## config.mk

```make
export PLATFORM = sky130hd
export DESIGN_NAME = vga_timing_gen
export DESIGN_NICKNAME = d
export VERILOG_FILES = /design/src/rtl/vga_timing_gen.sv
export SDC_FILE = /design/constraint.sdc
export NUM_CORES = 1
export LEC_CHECK = 0
export ABC_AREA = 1
export CORE_UTILIZATION = 52
export DETAILED_ROUTE_END_ITERATION = 10
export PLACE_DENSITY = 0.77
export SLEW_MARGIN = 10
export SYNTH_ARGS = -nofsm -noshare
export SYNTH_HDL_FRONTEND = slang
export SYNTH_SLANG_ARGS = --single-unit
```

## constraint.sdc

```tcl
create_clock -name VGA_CLK -period 2.2 [get_ports VGA_CLK]
set_input_delay 0.55 -clock VGA_CLK [delete_from_list [all_inputs] [get_ports VGA_CLK]]
set_output_delay 0.55 -clock VGA_CLK [all_outputs]
set_load 0.005 [all_outputs]
```

## src/rtl/vga_timing_gen.sv

```systemverilog
// vga_timing_gen: VGA raster timing generator.
// Walks horizontal/vertical phase counters across the frame and produces
// 1-based visible pixel coordinates, active-area flag, sync pulses, DAC blank
// and a start-of-frame strobe. All outputs are registered and decoded from the
// next counter state, so they change on the same edge as the counters.
// Optional feature macro: VGA_SYNC_DELAY_EN (delays HS, VS and BLANK_N by one
// pixel to line up with a registered ROM read downstream).
module vga_timing_gen #(
    parameter int unsigned H_VISIBLE = 640,
    parameter int unsigned H_FRONT   = 16,
    parameter int unsigned H_SYNC    = 96,
    parameter int unsigned H_BACK    = 48,
    parameter int unsigned V_VISIBLE = 480,
    parameter int unsigned V_FRONT   = 10,
    parameter int unsigned V_SYNC    = 2,
    parameter int unsigned V_BACK    = 33,
    parameter bit          HS_POL    = 1'b0,
    parameter bit          VS_POL    = 1'b0
) (
    input  logic        VGA_CLK,
    input  logic        rst,
    input  logic        ce,
    output logic [10:0] HCNT,
    output logic [10:0] VCNT,
    output logic        IAA,
    output logic        HS,
    output logic        VS,
    output logic        BLANK_N,
    output logic        SOF
);

    localparam logic [10:0] H_LAST     = 11'(H_VISIBLE + H_FRONT + H_SYNC + H_BACK - 1);
    localparam logic [10:0] V_LAST     = 11'(V_VISIBLE + V_FRONT + V_SYNC + V_BACK - 1);
    localparam logic [10:0] H_VIS_END  = 11'(H_VISIBLE);
    localparam logic [10:0] V_VIS_END  = 11'(V_VISIBLE);
    localparam logic [10:0] H_SYNC_BEG = 11'(H_VISIBLE + H_FRONT);
    localparam logic [10:0] H_SYNC_END = 11'(H_VISIBLE + H_FRONT + H_SYNC);
    localparam logic [10:0] V_SYNC_BEG = 11'(V_VISIBLE + V_FRONT);
    localparam logic [10:0] V_SYNC_END = 11'(V_VISIBLE + V_FRONT + V_SYNC);

    logic [10:0] hc;
    logic [10:0] vc;
    logic [10:0] hc_nxt;
    logic [10:0] vc_nxt;
    logic        h_vis_nxt;
    logic        v_vis_nxt;
    logic        iaa_nxt;
    logic        hs_act_nxt;
    logic        vs_act_nxt;

    logic [10:0] hcnt_q;
    logic [10:0] vcnt_q;
    logic        iaa_q;
    logic        hs_q;
    logic        vs_q;
    logic        sof_q;

    // Next counter position and the phase decode of that position
    always_comb begin
        hc_nxt = hc + 11'd1;
        vc_nxt = vc;
        if (hc == H_LAST) begin
            hc_nxt = '0;
            if (vc == V_LAST) begin
                vc_nxt = '0;
            end else begin
                vc_nxt = vc + 11'd1;
            end
        end
        h_vis_nxt  = (hc_nxt < H_VIS_END);
        v_vis_nxt  = (vc_nxt < V_VIS_END);
        iaa_nxt    = h_vis_nxt && v_vis_nxt;
        hs_act_nxt = (hc_nxt >= H_SYNC_BEG) && (hc_nxt < H_SYNC_END);
        vs_act_nxt = (vc_nxt >= V_SYNC_BEG) && (vc_nxt < V_SYNC_END);
    end

    // Counters and registered outputs; reset parks on the last back-porch pixel
    always_ff @(posedge VGA_CLK) begin
        if (!rst) begin
            hc     <= H_LAST;
            vc     <= V_LAST;
            hcnt_q <= '0;
            vcnt_q <= '0;
            iaa_q  <= 1'b0;
            hs_q   <= ~HS_POL;
            vs_q   <= ~VS_POL;
            sof_q  <= 1'b0;
        end else if (ce) begin
            hc     <= hc_nxt;
            vc     <= vc_nxt;
            hcnt_q <= iaa_nxt ? (hc_nxt + 11'd1) : '0;
            vcnt_q <= iaa_nxt ? (vc_nxt + 11'd1) : '0;
            iaa_q  <= iaa_nxt;
            hs_q   <= hs_act_nxt ? HS_POL : ~HS_POL;
            vs_q   <= vs_act_nxt ? VS_POL : ~VS_POL;
            sof_q  <= (hc_nxt == '0) && (vc_nxt == '0);
        end else begin
            // strobe must not stretch while ce holds the first pixel
            sof_q  <= 1'b0;
        end
    end

    assign HCNT = hcnt_q;
    assign VCNT = vcnt_q;
    assign IAA  = iaa_q;
    assign SOF  = sof_q;

`ifdef VGA_SYNC_DELAY_EN
    logic hs_d;
    logic vs_d;
    logic blank_n_d;

    // One-pixel delay of the DAC-side signals, advancing with the pixel enable
    always_ff @(posedge VGA_CLK) begin
        if (!rst) begin
            hs_d      <= ~HS_POL;
            vs_d      <= ~VS_POL;
            blank_n_d <= 1'b0;
        end else if (ce) begin
            hs_d      <= hs_q;
            vs_d      <= vs_q;
            blank_n_d <= iaa_q;
        end
    end

    assign HS      = hs_d;
    assign VS      = vs_d;
    assign BLANK_N = blank_n_d;
`else
    assign HS      = hs_q;
    assign VS      = vs_q;
    assign BLANK_N = iaa_q;
`endif

endmodule

```

=== Word-level counts from Yosys, hierarchy flattened ===
Cells that the tools add are included.

* Bits in registers: 48
* Bits in latches: 0
* Bits in writable memories: 0
* Bits in read-only memories: 0
* Input port bits: 3
* Output and inout bits: 27
* Memories kept: 0

* Add/subtract/negate cells: 4
* Multiply operators: 0
* Div/mod/pow operators: 0
* Order comparisons: 6
* Eq/ne operators: 2
* Shift operators: 0
* Mux-type cells: 7
* Bitwise operators: 0
* Reductions and logical operators: 7

{| class="wikitable"
|+ Operators by type and width
! cell !! count
|-
| 11-bit 2-to-1 mux || 5
|-
| 11-bit by 1-bit adder with 11-bit output, second input constant || 4
|-
| 11-bit by 10-bit == test with 1-bit output, second input constant || 2
|-
| 11-bit zero test || 2
|-
| 11-bit by 10-bit < comparator with 1-bit output, second input constant || 2
|-
| 11-bit by 9-bit < comparator with 1-bit output, second input constant || 2
|-
| 11-bit by 10-bit >= comparator with 1-bit output, second input constant || 1
|-
| 11-bit by 9-bit >= comparator with 1-bit output, second input constant || 1
|-
| 1-bit logical AND || 4
|-
| 1-bit 2-to-1 mux || 2
|-
| 2-bit AND reduction || 1
|}

=== Longest topological paths before layout ===
* Depth in word-level cells: 6
* Gate-level depth with buffers: 16

=== Least setup slack after synthesis ===
Ideal clock, no wire load.

* Kind: register to register
* Start point: register hc[0]
* End point: register vcnt_q[6] (netlist: VCNT[6])
* Setup time: 0.128 ns
* Data arrival time: 1.946 ns
* Data required time: 2.072 ns
* Slack: 0.126 ns
* Cell stages (with the launch flop): 14
* Buffers on the path: 0
* Cells stage by stage: dfxtp_1 ha_1 nand4_1 nor2_1 nand3_1 nand2_1 ha_1 inv_1 nor3_2 nand3_1 nand2_1 nor2_1 nor2_1 nor2_1

* Longest elaborated chain between the ends: 5
* Elaborated cells between the ends (all ways): 9
* Those cells by class: add/sub: 2; order compare: 2; eq/ne: 1; mux: 3; reduce/logical: 1

{| class="wikitable"
|+ Ends and longest elaborated chain
! item !! RTL line !! text
|-
| start, declared || 41 || <nowiki>logic [10:0] hc;</nowiki>
|-
| start signal, assigned || 89 || <nowiki>hc <= hc_nxt;</nowiki>
|-
| 11-bit by 10-bit == test with 1-bit output * || 62 || <nowiki>if (hc == H_LAST) begin</nowiki>
|-
| 11-bit 2-to-1 mux * || 62 ||
|-
| net vc_nxt[1] || 44 || <nowiki>logic [10:0] vc_nxt;</nowiki>
|-
| 11-bit by 9-bit < comparator with 1-bit output || 71 || <nowiki>v_vis_nxt = (vc_nxt < V_VIS_END);</nowiki>
|-
| 1-bit logical AND || 72 || <nowiki>iaa_nxt = h_vis_nxt && v_vis_nxt;</nowiki>
|-
| 11-bit 2-to-1 mux * || 92 || <nowiki>vcnt_q <= iaa_nxt ? (vc_nxt + 11'd1) : '0;</nowiki>
|-
| end signal, assigned || 92 ||
|-
| end, declared || 52 || <nowiki>logic [10:0] vcnt_q;</nowiki>
|}

The timed path passes the listed nets; every way through them passes the cells marked *.
A chain may end at the register's enable or synchronous reset.

=== Final worst setup path ===
* Start point: register hc[1]
* End point: register vcnt_q[3] (netlist: VCNT[3])

* Longest elaborated chain between the ends: 5
* Elaborated cells between the ends (all ways): 9
* Those cells by class: add/sub: 2; order compare: 2; eq/ne: 1; mux: 3; reduce/logical: 1

{| class="wikitable"
|+ Ends and longest elaborated chain
! item !! RTL line
|-
| 11-bit by 1-bit adder with 11-bit output or 11-bit by 10-bit == test with 1-bit output (tied branches) || 60, 62
|-
| 11-bit 2-to-1 mux || 62
|-
| 11-bit by 10-bit < comparator with 1-bit output or 11-bit by 9-bit < comparator with 1-bit output (tied branches) || 70, 71
|-
| 1-bit logical AND || 72
|-
| 11-bit 2-to-1 mux * || 92
|}

Every way passes the cells marked *; elsewhere a longest branch is shown, timed or not.

==> flow_summary.json <==
{
  "firstDrtPassIters": 6,
  "maxCapViolCount": 0,
  "cts_num_sinks": 48,
  "timing.slew.headroom_pct": 69.1,
  "die_y_um": 78.1,
  "powerDensity_nw_per_um2": 604,
  "cp_data_required_time_ns": 2.44,
  "drc": 0,
  "vias_per_cell": 5.34,
  "cp-start-kind": "register",
  "ys_seq_elements": 48,
  "synthToLayoutAreaGrowth_pct": 27.2,
  "syn_area_um2": 3010,
  "placed_cell_area_um2": 3550,
  "drt_iter0_drc": 247,
  "rows": 27,
  "maxSlewViolCount": 0,
  "r2r-start": "hc[1]$_SDFFE_PN1P_",
  "ant_nets": 0,
  "p_total_w": 0.00231,
  "layout-drive-gt1-share_pct": 16.6,
  "ys_types": 33,
  "antenna_cells": 0,
  "antenna_found_initial": 0,
  "syn_nets": 489,
  "rr_worst_depth": 14,
  "synth_top_area_share_pct": 31.9,
  "grt_pass1_vias": 2862,
  "yosysTopAreaCell": "dfxtp_1",
  "synthFlopType": "dfxtp_1",
  "syn_area_per_cell_um2": 6.27,
  "leakagePower_nw": 1.73,
  "ys_warn_count": 0,
  "initial_core_util_pct": 54.4,
  "clock_skew_ns": 0.0132,
  "status": "finished clean",
  "crit_fanout": 7,
  "htree_levels": 2,
  "die-area_um2": 6100,
  "io_pins": 30,
  "grt_usage_pct": 26.1,
  "endpoint_kind": "register",
  "grt_pass1_wl_um": 12800,
  "place_congestion": 0.920,
  "cts_tree": "done",
  "tightest_slew_ns": 0.464,
  "io_buffers": 29,
  "dp_hpwl_um": 5660,
  "grt_remaining_overflow": 0,
  "cts_buffers": 5,
  "period_share_pct": 95.6,
  "ir_drop_v": 0.000398,
  "hold_path_class": "reg2reg",
  "async_flop_share_pct": 0,
  "r2r_end": "VCNT[3]$_SDFFE_PN0P_",
  "crit_type": "reg2reg",
  "nNetsFinal": 543,
  "wire_per_inst_um": 13.3,
  "critical_path.endpoint": "VCNT[3]$_SDFFE_PN0P_",
  "syn_inst": 480,
  "vias": 3243,
  "grt_start_max_net_pins": 52,
  "fmax_mhz": 476,
  "clk_pin_slew_ns": 0.09,
  "finalHoldViolations": 0,
  "cts_max_path_buffers": 2,
  "finalSetupViolCount": 0,
  "hold_ws_ns": 0.445,
  "seq_area_frac_synth_pct": 31.9,
  "synth-edff-count": 0,
  "cts_root_buffer": "clkbuf_8",
  "core_um2": 5540,
  "worstPathArrival_ns": 2.34,
  "die_w_um": 78.1,
  "cp-startpoint": "hc[1]$_SDFFE_PN1P_",
  "synth_area_leaders": "dfxtp_1 32%, nand2_1 17%, nor2_1 7.2%",
  "fin_crit_ns": 2.10,
  "holdCritStartpoint": "VCNT[10]$_SDFFE_PN0P_",
  "routed_wl_um": 8100,
  "r2r_setup_slack_ns": 0.1,
  "fin_area_um2": 3830,
  "clkLatencyLatePin_ns": 0.31
}
[what timing repair did]
| item | in CTS | in global routing |
|---|---|---|
| cloned | 0 | 0 |
| hold buffers | 0 | 0 |
| setup endpoints to repair | 19 | 22 |
| pin swaps | 2 | 8 |
| buffers inserted | 2 | 2 |
| endpoints found under the hold margin | 0 | 0 |
| gates resized for setup | 4 | 35 |
[per-stage QoR]
step	utilization, %	TNS (ns)	worst slack (ns)	cells
6_report	69.2	0	0.0976	607
5_1_grt	69.2	-0.0764	-0.0667	607
4_1_cts	66.6	0	0.0149	605
3_5_place_dp	64.1	-0.641	-0.0664	595
3_3_place_gp	64.1	0	0.00931	595
2_1_floorplan	-	0	0.126	480
[power by group]
part / internal, W / switching [W] / total [W]
Combinational: 0.000267 / 0.000446 / 0.000713
Clock: 0.000338 / 0.000305 / 0.000643
Sequential: 0.000913 / 0.0000466 / 0.000959
[area by class of cell]
cell class              instances  area [um2]
flip-flops and latches         48         968
fillers                       483        1710
repair buffers                 64         581
well taps                      72        90.1
inverters                      56         213
clock inverters                 2        35.0
clock buffers                   6        72.6
multi-input cells             359        1870
[synth_stat cells (all sizes together) (5+ instances only)]
| cell | number |
|---|---|
| xor2 | 7 |
| ha | 6 |
| a21oi | 35 |
| o21a | 7 |
| clkbuf | 12 |
| nand3 | 39 |
| buf | 5 |
| o21ai | 28 |
| nor3 | 8 |
| nand4 | 11 |
| nor2 | 65 |
| inv | 55 |
| dfxtp | 48 |
| nand2 | 146 |
[metal layers]
layer,GRT usage [%],wire length (um),vias to the layer above
met3,4.77,458,22
met2,42.4,3690,115
li1,-,-,1641
met4,7.04,179,0
met5,0,0,-
met1,35.3,3770,1465
[sequential cells by signal, indices dropped and copies added, names as in the netlist]
signal   count
HCNT        11
VCNT        11
hc          11
vc          11
BLANK_N      1
HS           1
SOF          1
VS           1
[kinds of logic after synthesis]
kind of cell    after synthesis  share of synthesized area (%)
buf+inv                      73                           9.80
simple gates                270                           39.8
compound gates               74                           13.3
flops                        48                           31.9
fa+ha+maj                     6                           2.49
xor+xnor                      9                           2.62
[worst max-delay path: stages, from the launching register on]
cell	delay, ns
dfxtp_2	0.36
ha_4	0.15
buf_4	0.11
nand2_4	0.07
nor2_8	0.13
nand3_4	0.08
nor2_4	0.12
buf_6	0.14
nand2_1	0.08
nand2_4	0.11
inv_1	0.08
buf_4	0.15
xor2_1	0.17
o21a_1	0.20
nor2_1	0.08
[how the worst min path moves through the flow]
stage / end / cells past startpoint
floorplan: HCNT[10]$_SDFFE_PN0P_ / 2
global placement: VCNT[10]$_SDFFE_PN0P_ / 2
detailed placement: VCNT[10]$_SDFFE_PN0P_ / 2
CTS: VCNT[10]$_SDFFE_PN0P_ / 2
global route: VCNT[9]$_SDFFE_PN0P_ / 2
finish: VCNT[10]$_SDFFE_PN0P_ / 2
[placed cells by master (no fill, tap or decap), types with 2 or more instances in the layout]
cell             Yosys  final
dfxtp_2              0      6
nand3_2              2      5
buf_4                1     30
nor2_4               2      4
xnor2_1              2      2
nand4_1              9      9
nand3_1             37     33
o21a_1               7      7
nand4_4              0      2
clkdlybuf4s50_1      0     29
nor2_2               4      7
o21ai_0             27     25
nand2_2              5      8
inv_1               52     52
nor3_1               7      6
ha_1                 6      4
dfxtp_1             48     42
clkbuf_8             0      5
nand2_1            139    135
nor2_1              58     53
buf_6                2      4
a21oi_1             35     34
o21ai_2              1      2
o21bai_1             2      2
nand2_4              2      3
inv_2                3      2
xor2_1               7      7
o211ai_1             2      2
Power figures use the tool's default switching activity.
